[config.mk]
export PLATFORM = sky130hd
export DESIGN_NAME = lv_bist_seq
export DESIGN_NICKNAME = d
export VERILOG_FILES = /design/src/rtl/lv_bist_pkg.sv /design/src/rtl/lv_bist_req_ch.sv /design/src/rtl/lv_bist_seq.sv
export SDC_FILE = /design/constraint.sdc
export NUM_CORES = 1
export LEC_CHECK = 0
export CORE_MARGIN = 2
export CORE_UTILIZATION = 35
export CTS_CLUSTER_SIZE = 30
export DETAILED_ROUTE_END_ITERATION = 12
export GPL_TIMING_DRIVEN = 1
export PLACE_DENSITY_LB_ADDON = 0.2
export SYNTH_ARGS = -nofsm -noshare
export SYNTH_HDL_FRONTEND = slang
export SYNTH_SLANG_ARGS = --single-unit
[constraint.sdc]
create_clock -name i_clk -period 3.6 [get_ports i_clk]
set_clock_uncertainty 0.1 [all_clocks]
set_input_delay 0.72 -clock i_clk [delete_from_list [all_inputs] [get_ports i_clk]]
set_output_delay 0.72 -clock i_clk [all_outputs]
set_load 0.1 [all_outputs]
[src/rtl/lv_bist_pkg.sv]
// Shared state encoding and fail-code bit positions for the LV logic BIST sequencer.
package lv_bist_pkg;

  typedef enum logic [2:0] {
    ST_IDLE = 3'd0,
    ST_SCAN = 3'd1,
    ST_OWT  = 3'd2,
    ST_INTB = 3'd3,
    ST_DONE = 3'd4
  } bist_state_e;

  localparam int FC_SCAN  = 0;
  localparam int FC_OWT   = 1;
  localparam int FC_INTB  = 2;
  localparam int FC_TMO   = 3;
  localparam int FC_ABORT = 4;
  localparam int FC_W     = 5;

  localparam int CLK_M = 48;

endpackage

[src/rtl/lv_bist_req_ch.sv]
// One request/ack channel: raises req with a low gap between transactions and counts acks up to NUM.
module lv_bist_req_ch
  import lv_bist_pkg::*;
#(
  parameter  int NUM = 16,
  localparam int CW  = $clog2(NUM + 1)
) (
  input  logic          i_clk,
  input  logic          i_rst_n,
  input  logic          i_enable,
  input  logic          i_clear,
  input  logic          i_ack,
  output logic          o_req,
  output logic [CW-1:0] o_done_cnt,
  output logic          o_all_done
);

  logic          r_req;
  logic [CW-1:0] r_cnt;

  // A disabled channel drops req without counting, so an abort-cycle ack is discarded.
  always_ff @(posedge i_clk) begin
    if (!i_rst_n || i_clear) begin
      r_req <= 1'b0;
      r_cnt <= '0;
    end else if (!i_enable) begin
      r_req <= 1'b0;
    end else if (r_req) begin
      if (i_ack) begin
        r_req <= 1'b0;
        if (r_cnt != CW'(NUM)) r_cnt <= r_cnt + 1'b1;
      end
    end else if (r_cnt != CW'(NUM)) begin
      r_req <= 1'b1;
    end
  end

  assign o_req      = r_req;
  assign o_done_cnt = r_cnt;
  assign o_all_done = (r_cnt == CW'(NUM));

endmodule

[src/rtl/lv_bist_seq.sv]
// LV BIST sequencer: scan check, OWT loopback, INTB quiet window, with per-phase timeout and sticky fail code.
// states: IDLE=waiting | SCAN=scan-reg checks | OWT=loopback txns | INTB=quiet window | DONE=result held
module lv_bist_seq
  import lv_bist_pkg::*;
#(
  parameter int SCAN_REG_NUM  = 16,
  parameter int OWT_TX_NUM    = 4,
  parameter int OWT_OK_MIN    = 3,
  parameter int PHASE_TMO_CYC = 96000,
  parameter int INTB_WIN_CYC  = 4800
) (
  input  logic       i_clk,
  input  logic       i_rst_n,
  input  logic       i_bist_start,
  input  logic       i_bist_abort,
  output logic       o_scan_req,
  input  logic       i_scan_ack,
  input  logic       i_scan_err,
  output logic       o_owt_tx_req,
  input  logic       i_owt_rx_ack,
  input  logic       i_owt_rx_status,
  input  logic       i_hv_intb0_pulse,
  input  logic       i_hv_intb1_pulse,
  output logic       o_bist_busy,
  output logic       o_bist_done,
  output logic       o_bist_pass,
  output logic [4:0] o_bist_fail_code,
  output logic [2:0] o_bist_state
);

  localparam int SW = $clog2(SCAN_REG_NUM + 1);
  localparam int OW = $clog2(OWT_TX_NUM + 1);
  localparam int TW = $clog2(PHASE_TMO_CYC);
  localparam int WW = $clog2(INTB_WIN_CYC);

  bist_state_e     r_state, w_next;
  logic [FC_W-1:0] r_fail, w_fail_set;
  logic [TW-1:0]   r_tmo_cnt;
  logic [WW-1:0]   r_win_cnt;
  logic [OW-1:0]   r_owt_ok, w_owt_ok_nxt;
  logic [SW-1:0]   w_scan_cnt;
  logic [OW-1:0]   w_owt_cnt;
  logic w_scan_all, w_owt_all, w_scan_en, w_owt_en;
  logic w_busy, w_start, w_abort, w_scan_ack, w_owt_ack, w_scan_last, w_owt_last;
  logic w_tmo_hit, w_scan_tmo, w_owt_tmo, w_win_end;

  assign w_busy      = (r_state == ST_SCAN) || (r_state == ST_OWT) || (r_state == ST_INTB);
  assign w_start     = i_bist_start && !w_busy;
  assign w_abort     = i_bist_abort && w_busy;
  assign w_scan_ack  = o_scan_req && i_scan_ack;
  assign w_owt_ack   = o_owt_tx_req && i_owt_rx_ack;
  assign w_scan_last = w_scan_ack && (w_scan_cnt == SW'(SCAN_REG_NUM - 1));
  assign w_owt_last  = w_owt_ack && (w_owt_cnt == OW'(OWT_TX_NUM - 1));
  assign w_tmo_hit   = (r_tmo_cnt == '0);
  // A completing ack in the timeout cycle wins, so no timeout is flagged.
  assign w_scan_tmo  = (r_state == ST_SCAN) && w_tmo_hit && !w_scan_last;
  assign w_owt_tmo   = (r_state == ST_OWT) && w_tmo_hit && !w_owt_last;
  assign w_win_end   = (r_win_cnt == '0);
  assign w_scan_en   = (r_state == ST_SCAN) && !w_abort && !w_scan_tmo && !w_scan_all;
  assign w_owt_en    = (r_state == ST_OWT) && !w_abort && !w_owt_tmo && !w_owt_all;
  assign w_owt_ok_nxt = (w_owt_ack && !i_owt_rx_status && (r_owt_ok != OW'(OWT_TX_NUM)))
                        ? r_owt_ok + 1'b1 : r_owt_ok;

  lv_bist_req_ch #(.NUM(SCAN_REG_NUM)) u_scan_ch (
    .i_clk      (i_clk),
    .i_rst_n    (i_rst_n),
    .i_enable   (w_scan_en),
    .i_clear    (w_start),
    .i_ack      (i_scan_ack),
    .o_req      (o_scan_req),
    .o_done_cnt (w_scan_cnt),
    .o_all_done (w_scan_all)
  );

  lv_bist_req_ch #(.NUM(OWT_TX_NUM)) u_owt_ch (
    .i_clk      (i_clk),
    .i_rst_n    (i_rst_n),
    .i_enable   (w_owt_en),
    .i_clear    (w_start),
    .i_ack      (i_owt_rx_ack),
    .o_req      (o_owt_tx_req),
    .o_done_cnt (w_owt_cnt),
    .o_all_done (w_owt_all)
  );

  always_ff @(posedge i_clk) begin
    if (!i_rst_n) r_state <= ST_IDLE;
    else          r_state <= w_next;
  end

  always_comb begin
    w_next = r_state;
    case (r_state)
      ST_IDLE: if (w_start) w_next = ST_SCAN;
      ST_SCAN: begin
        if (w_abort) w_next = ST_DONE;
        else if (w_scan_last || w_scan_tmo) w_next = ST_OWT;
      end
      ST_OWT: begin
        if (w_abort) w_next = ST_DONE;
        else if (w_owt_last || w_owt_tmo) w_next = ST_INTB;
      end
      ST_INTB: if (w_abort || w_win_end) w_next = ST_DONE;
      ST_DONE: if (w_start) w_next = ST_SCAN;
      default: w_next = ST_IDLE;
    endcase
  end

  always_comb begin
    o_bist_busy      = w_busy;
    o_bist_done      = (r_state == ST_DONE);
    o_bist_pass      = (r_state == ST_DONE) && (r_fail == '0);
    o_bist_fail_code = r_fail;
    o_bist_state     = r_state;
  end

  always_comb begin
    w_fail_set = '0;
    if (w_abort) begin
      w_fail_set[FC_ABORT] = 1'b1;
    end else begin
      case (r_state)
        ST_SCAN: begin
          if (w_scan_ack && i_scan_err) w_fail_set[FC_SCAN] = 1'b1;
          if (w_scan_tmo) begin
            w_fail_set[FC_SCAN] = 1'b1;
            w_fail_set[FC_TMO]  = 1'b1;
          end
        end
        ST_OWT: begin
          if (w_owt_last && (w_owt_ok_nxt < OW'(OWT_OK_MIN))) w_fail_set[FC_OWT] = 1'b1;
          if (w_owt_tmo) begin
            w_fail_set[FC_OWT] = 1'b1;
            w_fail_set[FC_TMO] = 1'b1;
          end
        end
        ST_INTB: if (i_hv_intb0_pulse || i_hv_intb1_pulse) w_fail_set[FC_INTB] = 1'b1;
        default: ;
      endcase
    end
  end

  // Timeout and window are down-counters reloaded on every phase change; terminal count is zero.
  always_ff @(posedge i_clk) begin
    if (!i_rst_n) begin
      r_fail    <= '0;
      r_owt_ok  <= '0;
      r_tmo_cnt <= '0;
      r_win_cnt <= '0;
    end else if (w_start) begin
      r_fail    <= '0;
      r_owt_ok  <= '0;
      r_tmo_cnt <= TW'(PHASE_TMO_CYC - 1);
      r_win_cnt <= '0;
    end else begin
      r_fail <= r_fail | w_fail_set;
      if (!w_abort) r_owt_ok <= w_owt_ok_nxt;
      if (w_next != r_state)
        r_tmo_cnt <= TW'(PHASE_TMO_CYC - 1);
      else if ((r_state == ST_SCAN || r_state == ST_OWT) && !w_tmo_hit)
        r_tmo_cnt <= r_tmo_cnt - 1'b1;
      if (w_next == ST_INTB && r_state != ST_INTB)
        r_win_cnt <= WW'(INTB_WIN_CYC - 1);
      else if (r_state == ST_INTB && !w_win_end)
        r_win_cnt <= r_win_cnt - 1'b1;
    end
  end

endmodule

# After elaboration in Yosys (flattened, before gate mapping)

Cells that the tools add are included.

Add/sub/neg operators: 5
$lt $le $gt $ge: 1
Equal/unequal tests: 14
Multiplexer cells: 32
Bitwise logic cells: 4
Reductions and logical operators: 57

Operators by type and width:

| cell                  | count |
|---|---|
| $mux 17               | 3 |
| $mux 13               | 2 |
| $logic_and 1x1->1     | 24 |
| $mux 3                | 7 |
| $logic_not 17->1      | 1 |
| $mux 1                | 17 |
| $sub 17x1->17 const B | 1 |
| $logic_not 13->1      | 1 |
| $sub 13x1->13 const B | 1 |
| $eq 3x2->1 const B    | 4 |
| $logic_not 1->1       | 12 |
| $pmux 3 s4            | 1 |
| $reduce_and 4->1      | 2 |
| $reduce_or 2->1       | 4 |
| $logic_or 1x1->1      | 7 |
| $add 3x1->3 const B   | 2 |
| $eq 3x3->1 const B    | 2 |
| $ne 3x3->1 const B    | 2 |
| $reduce_or 3->1       | 2 |
| $add 5x1->5 const B   | 1 |
| $eq 5x4->1 const B    | 1 |
| $eq 5x5->1 const B    | 1 |
| $logic_not 5->1       | 1 |
| $ne 5x5->1 const B    | 1 |
| other kinds (11)      | 13 |

Flip-flop bits (word level): 51
Bits of input ports: 10

# Depth between registers and ports, before layout

Gate-level depths: netlist (run 1).

Depth after elaboration: 11
Depth in mapped cells: 10

# By module

From an unflattened synthesis (run 1), not the netlist that was laid out.

Cell total of the unflattened synthesis: 331
Area, all modules: 2780.2 µm²

By module, submodules not included:

| module                      | instances | cells each | area each (µm²) | seq. area each (µm²) |
|---|---|---|---|---|
| lv_bist_seq                 | 1         | 270        | 2244.7          | 820.8 |
| lv_bist_req_ch at u_scan_ch | 1         | 36         | 304.0           | 120.1 |
| lv_bist_req_ch at u_owt_ch  | 1         | 25         | 231.5           | 80.1 |

# Worst setup path before layout (run 1)

OpenSTA, ideal clock, no wires.

Path kind: reg-to-output
Start point: register r_state[2] (netlist: o_bist_state[2])
End point: output port o_bist_pass
Data arrival time: 3.593 ns
Required time: 2.780 ns
Path slack: -0.813 ns
Stages on the path, launching flop included: 4
Cells stage by stage: dfxtp_1 -> clkbuf_1 -> nand2_1 -> nor3_1

Cells in the longest elaborated chain, start to end: 2

RTL lines:

| what                   | RTL line           | source |
|---|---|---|
| start, declared        | lv_bist_seq.sv:36  | `bist_state_e r_state, w_next;` |
| start signal, assigned | lv_bist_seq.sv:88  | `else r_state <= w_next;` |
| $eq 3x3->1             | lv_bist_seq.sv:112 | `o_bist_pass = (r_state == ST_DONE) && (r_fail == '0);` |
| $logic_and 1x1->1      | lv_bist_seq.sv:112 |  |
| end, declared          | lv_bist_seq.sv:26  | `output logic o_bist_pass,` |

No other way between the ends.

# Final worst setup path (run 1)

Start point: input port i_bist_abort
End point: register r_tmo_cnt[10]

Cells in the longest elaborated chain, start to end: 7

RTL lines:

| what                 | RTL line           | source |
|---|---|---|
| start, declared      | lv_bist_seq.sv:15  | `input logic i_bist_abort,` |
| $logic_and 1x1->1 *  | lv_bist_seq.sv:49  | `assign w_abort = i_bist_abort && w_busy;` |
| $logic_or 1x1->1     | lv_bist_seq.sv:103 | `ST_INTB: if (w_abort \|\| w_win_end) w_next = ST_DONE;` |
| $mux 3               | lv_bist_seq.sv:103 |  |
| $pmux 3 s4 *         | lv_bist_seq.sv:93  | `case (r_state)` |
| $ne 3x3->1 *         | lv_bist_seq.sv:158 | `if (w_next != r_state)` |
| $mux 17              | lv_bist_seq.sv:158 |  |
| $mux 17              | lv_bist_seq.sv:150 | `end else if (w_start) begin` |
| end signal, assigned | lv_bist_seq.sv:153 | `r_tmo_cnt <= TW'(PHASE_TMO_CYC - 1);` |
| end signal, assigned | lv_bist_seq.sv:159 | `r_tmo_cnt <= TW'(PHASE_TMO_CYC - 1);` |
| end signal, assigned | lv_bist_seq.sv:161 | `r_tmo_cnt <= r_tmo_cnt - 1'b1;` |
| end, declared        | lv_bist_seq.sv:38  | `logic [TW-1:0] r_tmo_cnt;` |

Every way passes the cells marked *; elsewhere a longest branch is shown, timed or not.
A chain may end at the register's enable or synchronous reset.

==> results of run 1 <==
path summary, 6_finish.rpt:
path,to,slack (ns)
setup / recovery,r_tmo_cnt[10],0.72
hold / removal,o_bist_fail_code[1],0.38
setup reg to reg,r_tmo_cnt[10],1.12
hold reg to reg,o_bist_fail_code[1],0.38
layout by cell type (no fill, tap or decap), types with 2 or more instances in the layout:
cell,count
a21oi_1,24
or2_2,2
or3_1,4
dfxtp_1,51
buf_4,8
nor2_1,45
ha_1,12
clkbuf_8,6
and2_1,3
clkdlybuf4s50_1,16
o31ai_1,4
nor4_2,3
nand2_1,23
or4_1,3
nor3_1,17
a211oi_1,4
nand3_1,13
xor2_1,8
a31oi_1,2
a21o_1,2
nand4b_1,2
nor4_1,5
o21a_1,3
a21oi_2,10
nor4b_1,2
mux2i_1,2
inv_1,21
xnor2_1,23
o21ai_0,6
sequential cells by signal, indices dropped and copies added, names as in the netlist:
register              cells
o_bist_fail_code          5
u_scan_ch.o_done_cnt      5
u_scan_ch.o_req           1
r_owt_ok                  3
r_win_cnt                13
o_bist_state              3
r_tmo_cnt                17
u_owt_ch.o_req            1
u_owt_ch.o_done_cnt       3
through the flow:
step                      cells  hold slack (ns)
after floorplan             330            0.369
after global placement      444            0.365
after detailed placement    444            0.367
after CTS                   451            0.380
after global routing        451            0.395
final                       451            0.378
routing by layer:
layer / up-vias / wire (um) / track usage [%]
li1: 1190 / - / -
met1: 1079 / 2890 / 18.9
met2: 35 / 2770 / 25.5
met3: 9 / 185 / 2.93
met4: 0 / 98 / 4.53
met5: - / 0 / 0
kinds of logic after synthesis:
kind of cell | count (synthesis) | synth area share, %
AND/OR/NAND/NOR | 135 | 25.8
AO/OA/AOI/OAI | 66 | 16.2
flip-flops | 51 | 37.1
buffers and inverters | 33 | 4.82
XOR/XNOR | 31 | 9.87
adder cells (fa/ha/maj) | 12 | 5.46
multiplexers | 2 | 0.728
power groups by stage:
stage / Sequential [uW] / Combinational, uW / Clock [uW]
2_1_floorplan: 621 / 96.0 / 0
3_3_place_gp: 615 / 139 / 0
3_5_place_dp: 615 / 140 / 0
4_1_cts: 602 / 140 / 350
5_1_grt: 605 / 153 / 371
6_report: 602 / 139 / 335
worst max-delay path: cells and delay by family:
family,cells,cell delay (ns)
AO/OA/AOI/OAI,3,0.88
buffers and inverters,1,0.53
AND/OR/NAND/NOR,2,0.80
cell type report:
cell class,count,area (um^2),share of cell area [%]
Clock buffer,6,82.6,2.63
Clock inverter,1,5.00,0.159
Inverter,21,78.8,2.51
Multi-Input combinational cell,246,1600,51.1
Sequential cell,51,1020,32.5
Tap cell,102,128,4.07
Timing Repair Buffer,24,220,7.01
==> metrics.cfg, run 1 <==
[routing]
detail_route.wl_per_cell_um = 13.2
dr.pass1.iters = 4
viasPerCell = 5.13
ant_nets = 0
routed_wl_um = 5940
vias = 2313
drc = 0
first_iter_violations = 90

[finish]
nets = 371
fill_cells = 806
layout-drive-gt1-share_pct = 10.6
final_util_pct = 40.8
diodes = 0
synthToLayoutAreaGrowth_pct = 14.1
fin_area_mm2 = 0.00314

[pwr]
leakage_uw = 0.00107
pwr-share-seq_pct = 55.9
p_int_uw = 780
p_switching_uw = 295
vdd_ir_drop_max_mv = 0.184
power_uw = 1080
powerDensity_mw_per_mm2 = 343
comb_power_share_pct = 12.9
power.share.switching_pct = 27.5
power_frac_clock_pct = 31.1

[yosys]
synth_seq_cells = 51
synth_cells = 330
synth.most_common_cell = dfxtp_1
syn-cell-area_mm2 = 0.00275
synth_top_area_share_pct = 37.1
synth.cells.most_frequent = dfxtp_1 (51), nor2_1 (46), a21oi_1 (24)
synthesis.nets = 352
synth_edf_count = 0
syn_avg_cell_area_um2 = 8.33
yosysSeqAreaShare_pct = 37.1
ys_async_sr_fraction_pct = 0
ys_types = 51
yosysWarnings = 0
synth_area_leaders = dfxtp_1 (37%), xnor2_1 (7.3%), nor2_1 (6.3%)
synth_ff_type = dfxtp_1
yosysTopAreaCell = dfxtp_1

[die]
num_rows = 32
dieArea_mm2 = 0.00858
die_w_um = 92.6
fp.dieH_um = 92.6
initial_core_util_pct = 35.8
coreArea_mm2 = 0.00769
io_pins = 23

[worst_setup_path]
worst_r2r_startpoint = o_bist_state[0]
crit_slowest_cell = or4b_1
worst-r2r-cell-count = 5
crit_type = in -> reg
max_stage_delay_ns = 0.58
cp.arrival_ns = 2.94
end_kind = register
cp-start-kind = input port
path_cells = clkdlybuf4s50_1 -> or4b_1 -> nand3b_1 -> a311oi_2 -> o21a_2 -> a21oi_1
path_max_fanout = 14
critPathLaunch = i_bist_abort
timing.critical_path.required_ns = 3.66

[clock_network]
cts_buffers = 5
cts_sinks = 51
post_cts_buffers = 0
clock_tree.root_cell = clkbuf_8
clk_pin_slew_worst_paths_ns = 0.09
clock_latency_ns = 0.30
cts_hold_buffers = 0
postCtsResizedCells = 0
htree_levels = 2
cts_tree = built
clockBufferDepth = 2

[global_route]
grtUsageTotal_pct = 14.9
grt_pass1_vias = 2265
grt_pass1_wl_um = 10400
grt_max_degree = 26
antenna_found_initial = 0
grt_overflow_total = 0

[sta]
rsz0062_at_grt = false
final-hold-violation-count = 0
finalCriticalPeriod_ns = 2.88
tightest_slew_ns = 0.973
report.final.slew_viol_count = 0
slew_headroom_pct = 34.9
fmax_mhz = 348
setup_slack_ns = 0.724
fin_crit_sh_pct = 79.9
timing.setup.tns_ns = 0
finalSetupViolCount = 0

[worst_hold_path]
hp-class = reg -> reg
holdPathStages = 2
hold_start = o_bist_fail_code[1]

[placement]
port-buffer-count = 22
place.gp.congestion = 0.747
dp_hpwl_um = 4330
preCtsSetupSlack_ns = 0.396
post_dp_cell_area_mm2 = 0.00305

[job]
maxCapViolCount = 0

[status]
status = complete, no violations

Note: power is estimated with default switching activity, not from simulation.
==> run 2: changes to the inputs <==
==> constraint.sdc (replaced) <==
create_clock -name i_clk -period 2.8 [get_ports i_clk]
set_clock_uncertainty 0.1 [all_clocks]
set_input_delay 0.56 -clock i_clk [delete_from_list [all_inputs] [get_ports i_clk]]
set_output_delay 0.56 -clock i_clk [all_outputs]
set_load 0.1 [all_outputs]
==> run 2 against run 1 <==
Against the previous run:
- combinational power grew 38%
- via count grew 0.99%
- register-to-register slack worse by 0.68 ns
- sequential share of layout area shrank 0.90 points
- hold slack gained 0.014 ns
- non-clock buffer count is 8 higher
- global-route usage shrank 0.23 points
- power rose by 28%
- clock power is 23% higher
- flip-flop and latch count stayed put
- die area unchanged
- critical path depth up 1
- largest power group unchanged
==> metrics.cfg, run 2 (synthesis results as in run 1) <==
[routing]
ant_nets = 0
viasPerCell = 5.08
dr.pass1.iters = 4
first_iter_violations = 78
routed_wl_um = 5960
vias = 2336
drc = 0
detail_route.wl_per_cell_um = 13.0

[clock_network]
htree_levels = 2
clock_tree.root_cell = clkbuf_8
cts_tree = built
clockBufferDepth = 2
clk_pin_slew_worst_paths_ns = 0.09
cts_buffers = 5
cts_sinks = 51
clock_latency_ns = 0.30
cts_hold_buffers = 0
post_cts_buffers = 0
postCtsResizedCells = 0

[pwr]
power_uw = 1380
powerDensity_mw_per_mm2 = 426
vdd_ir_drop_max_mv = 0.241
leakage_uw = 0.00114

[die]
fp.dieH_um = 92.6
initial_core_util_pct = 35.8
coreArea_mm2 = 0.00769
dieArea_mm2 = 0.00858
num_rows = 32
io_pins = 23
die_w_um = 92.6

[global_route]
grt_overflow_total = 0
grtUsageTotal_pct = 14.7
grt_pass1_vias = 2192
grt_max_degree = 20
grt_pass1_wl_um = 10300
antenna_found_initial = 0

[sta]
timing.setup.tns_ns = 0
slew_headroom_pct = 55.5
holdWs_ns = 0.393
tightest_slew_ns = 0.667
fmax_mhz = 419
finalCriticalPeriod_ns = 2.39
final-hold-violation-count = 0
report.final.slew_viol_count = 0
fin_crit_sh_pct = 85.2
finalSetupViolCount = 0
rsz0062_at_grt = false

[finish]
diodes = 0
nets = 379
fin_area_mm2 = 0.00324
largest_reg_flops = 17
biggestRegsByFlops = r_tmo_cnt x17, r_win_cnt x13
final_common_cell = dfxtp_1
regMostFlops = r_tmo_cnt
synthToLayoutAreaGrowth_pct = 17.8
final_cell_mix = dfxtp_1 (48), nor2_1 (45), a21oi_1 (24)
layout-drive-gt1-share_pct = 15.1
layout.cells.non_filler = 460

[worst_setup_path]
path_cells = clkdlybuf4s50_1 -> or4b_1 -> nand3b_1 -> a311oi_2 -> o21a_2 -> buf_12 -> a21oi_1
worst_r2r_startpoint = r_tmo_cnt[0]
rrSetupSlack_ns = 0.44
crit_type = in -> reg
cp-start-kind = input port
crit_buf_inv = 2
path_max_fanout = 14
critPathLaunch = i_bist_abort
crit_slowest_cell = or4b_1
crit_family = simple AND/OR/NAND/NOR gates
end_kind = register
timing.critical_path.required_ns = 2.86
max_stage_delay_ns = 0.52
cp.arrival_ns = 2.45

[placement]
dp_hpwl_um = 4390
place_inst = 452
post_dp_cell_area_mm2 = 0.00316
place.gp.congestion = 0.791
port-buffer-count = 22

[job]
maxCapViolCount = 0

[worst_hold_path]
hold_start = o_bist_fail_code[1]
hp-class = reg -> reg

[status]
status = complete, no violations

-- run 2: cell count changes in the layout (fill, tap and decap cells not counted), sizes merged --
cell           previous run  this run
clkbuf                    6         7
buf                       8        23
clkdlybuf4s50            16         9
-- run 2: final timing paths --
| check | end | depth (start not counted) |
|---|---|---|
| worst max-delay path | r_tmo_cnt[10] | 7 |
| worst min-delay path | o_bist_fail_code[1] | 2 |
| worst max register to register | r_tmo_cnt[10] | 9 |
| worst min register to register | o_bist_fail_code[1] | 2 |
-- run 2: where the power goes --
group / switching (uW) / internal, uW
clock: 236 / 176
sequential: 31.7 / 746
combinational: 114 / 77.6
-- run 2: final cells by class --
cell class	count	area [um^2]
Multi-Input combinational cell	246	1620
Inverter	21	78.8
Tap cell	102	128
Sequential cell	51	1020
Clock buffer	7	76.3
Fill cell	804	4450
Clock inverter	1	5.00
Timing Repair Buffer	32	313
-- run 2: through the flow --
step                utilization (%)  setup WS [ns]
floorplan                         -        0.00689
CTS                            42.2          0.391
global placement               41.1         0.0985
detailed placement             41.1         0.0919
global route                   42.2          0.144
finish                         42.2          0.415
-- run 2: tightest hold or removal path: stages, from the launching register on --
cell	delay (ns)
dfxtp_1	0.35
inv_1	0.06
a21oi_1	0.05
-- run 2: routing by layer --
metal | part of all wire [%] | wire (um) | global-route usage, % | vias to the layer above
met5 | 0 | 0 | 0 | -
met4 | 0.87 | 52 | 3.31 | 0
met3 | 2.6 | 155 | 2.60 | 5
met2 | 48 | 2870 | 24.9 | 29
met1 | 48 | 2880 | 19.4 | 1097
li1 | - | - | - | 1205
==> run 3: changes to the inputs <==
--- a/config.mk
+++ b/config.mk
@@ -5,12 +5,12 @@
 export SDC_FILE = /design/constraint.sdc
 export NUM_CORES = 1
 export LEC_CHECK = 0
+export CAP_MARGIN = 20
 export CORE_MARGIN = 2
 export CORE_UTILIZATION = 35
 export CTS_CLUSTER_SIZE = 30
 export DETAILED_ROUTE_END_ITERATION = 12
 export GPL_TIMING_DRIVEN = 1
-export PLACE_DENSITY_LB_ADDON = 0.2
 export SYNTH_ARGS = -nofsm -noshare
 export SYNTH_HDL_FRONTEND = slang
 export SYNTH_SLANG_ARGS = --single-unit
==> run 3 against run 2 <==
Against the previous run:
- via count shrank 0.47%
- hold slack lost 0.019 ns
- sequential share of layout area is essentially flat
- maximum frequency shrank 2.6%
- flip-flop and latch count is the same
- die area is the same
- count of clock-buffer cells in the layout shrank 2
- critical path type unchanged
==> metrics.cfg, run 3 (synthesis results as in run 1) <==
[clock_network]
cts_sinks = 51
clock_latency_ns = 0.30
clock_tree.root_cell = clkbuf_8
cts_buffers = 5
post_cts_buffers = 0
htree_levels = 2
cts_tree = built
clockBufferDepth = 2
postCtsResizedCells = 0
clk_pin_slew_worst_paths_ns = 0.09
cts_hold_buffers = 0

[worst_setup_path]
crit_type = in -> reg
path_max_fanout = 7
timing.rr.end = r_tmo_cnt[16]
path_cells = clkdlybuf4s50_1 -> buf_4 -> or2_2 -> a211oi_1 -> nand3_1 -> a21oi_1 -> nor2_1 -> a211oi_1
worst_r2r_startpoint = r_tmo_cnt[0]
cp.arrival_ns = 2.57
timing.critical_path.required_ns = 2.92
max_stage_delay_ns = 0.42
cp-start-kind = input port
crit_slowest_cell = clkdlybuf4s50_1
end_kind = register
critPathMostFrequentCell = a211oi_1
rrSetupSlack_ns = 0.47
worst-r2r-cell-count = 8

[finish]
final_common_cell = dfxtp_1
fin_area_mm2 = 0.00324
layout-drive-gt1-share_pct = 15.6
final_util_pct = 42.1
biggestRegsByFlops = r_tmo_cnt x17, r_win_cnt x13
regMostFlops = r_tmo_cnt
final_cell_mix = dfxtp_1 (48), nor2_1 (45), a21oi_1 (24)
nets = 379
fill_cells = 801
synthToLayoutAreaGrowth_pct = 17.7
diodes = 0
largest_reg_flops = 17

[placement]
preCtsSetupSlack_ns = 0.0305
post_dp_cell_area_mm2 = 0.00315
port-buffer-count = 22
place.gp.congestion = 0.840
dp_hpwl_um = 4370

[die]
io_pins = 23
dieArea_mm2 = 0.00858
coreArea_mm2 = 0.00769
num_rows = 32
die_w_um = 92.6
initial_core_util_pct = 35.8
fp.dieH_um = 92.6

[sta]
fin_crit_sh_pct = 87.5
finalSetupViolCount = 0
timing.setup.tns_ns = 0
report.final.slew_viol_count = 0
slew_headroom_pct = 54.3
fmax_mhz = 408
setup_slack_ns = 0.351
final-hold-violation-count = 0
rsz0062_at_grt = false
tightest_slew_ns = 0.685
finalCriticalPeriod_ns = 2.45

[job]
maxCapViolCount = 0

[routing]
viasPerCell = 5.05
vias = 2325
dr.pass1.iters = 4
detail_route.wl_per_cell_um = 12.7
first_iter_violations = 137
ant_nets = 0
drc = 0
routed_wl_um = 5840

[worst_hold_path]
hold_start = o_bist_fail_code[1]
hp-class = reg -> reg
holdPathEnd = o_bist_fail_code[1]
holdPathStages = 2

[global_route]
grt_overflow_total = 0
grt_pass1_vias = 2238
grt_pass1_wl_um = 10300
grtUsageTotal_pct = 14.7
grt_max_degree = 19
antenna_found_initial = 0

[pwr]
leakage_uw = 0.00113
powerDensity_mw_per_mm2 = 429
vdd_ir_drop_max_mv = 0.188

[status]
status = complete, no violations

[run 3: changes by cell type in the layout (fill, tap and decap cells not counted), sizes merged]
cell,before,now
clkbuf,7,5
clkinvlp,0,2
[run 3: critical path, delay by kind of cell]
kind	cells	cell delay, ns
and+or+nand+nor	3	0.54
AOI/OAI and AO/OA	3	0.88
buffers and inverters	2	0.58
[run 3: power breakdown]
part           switching (uW)  internal, uW  leakage, uW
registers                31.2           746     0.000418
logic                     114          75.4     0.000669
clock network             246           174    0.0000402
total                     392           995      0.00113
[run 3: area by class of cell]
| class | instances | area (um^2) | share of cell area [%] |
|---|---|---|---|
| inverters | 21 | 78.8 | 2.44 |
| well taps | 102 | 128 | 3.94 |
| flip-flops and latches | 51 | 1020 | 31.7 |
| clock inverters | 3 | 20.0 | 0.619 |
| repair buffers | 32 | 300 | 9.28 |
| clock buffers | 5 | 68.8 | 2.13 |
| multi-input cells | 246 | 1620 | 49.9 |
[run 3: how the worst max path moves through the flow]
stage | cells past startpoint | from | to | slack (ns)
2_1_floorplan | 2 | o_bist_fail_code[2] | o_bist_pass | 0.007
4_1_cts | 8 | i_bist_abort | u_owt_ch.o_done_cnt[2] | 0.34
6_report | 8 | i_bist_abort | u_owt_ch.o_done_cnt[2] | 0.35
5_1_grt | 8 | i_bist_abort | u_owt_ch.o_done_cnt[2] | 0.17
3_5_place_dp | 8 | i_bist_abort | u_owt_ch.o_done_cnt[2] | 0.03
3_3_place_gp | 8 | i_bist_abort | u_owt_ch.o_done_cnt[2] | 0.12
[run 3: per-layer routing]
| metal | wire length, um | GRT usage (%) | vias up |
|---|---|---|---|
| met5 | 0 | 0 | - |
| met4 | 70 | 4.04 | 0 |
| met3 | 157 | 2.85 | 6 |
| met2 | 2750 | 24.5 | 26 |
| met1 | 2860 | 19.6 | 1093 |
| li1 | - | - | 1200 |
[run 3: through the flow]
stage	cells	total power [uW]	hold slack (ns)
global placement	452	983	0.355
global route	460	1450	0.428
floorplan	330	924	0.369
detailed placement	452	984	0.359
CTS	460	1410	0.374
finish	460	1390	0.374
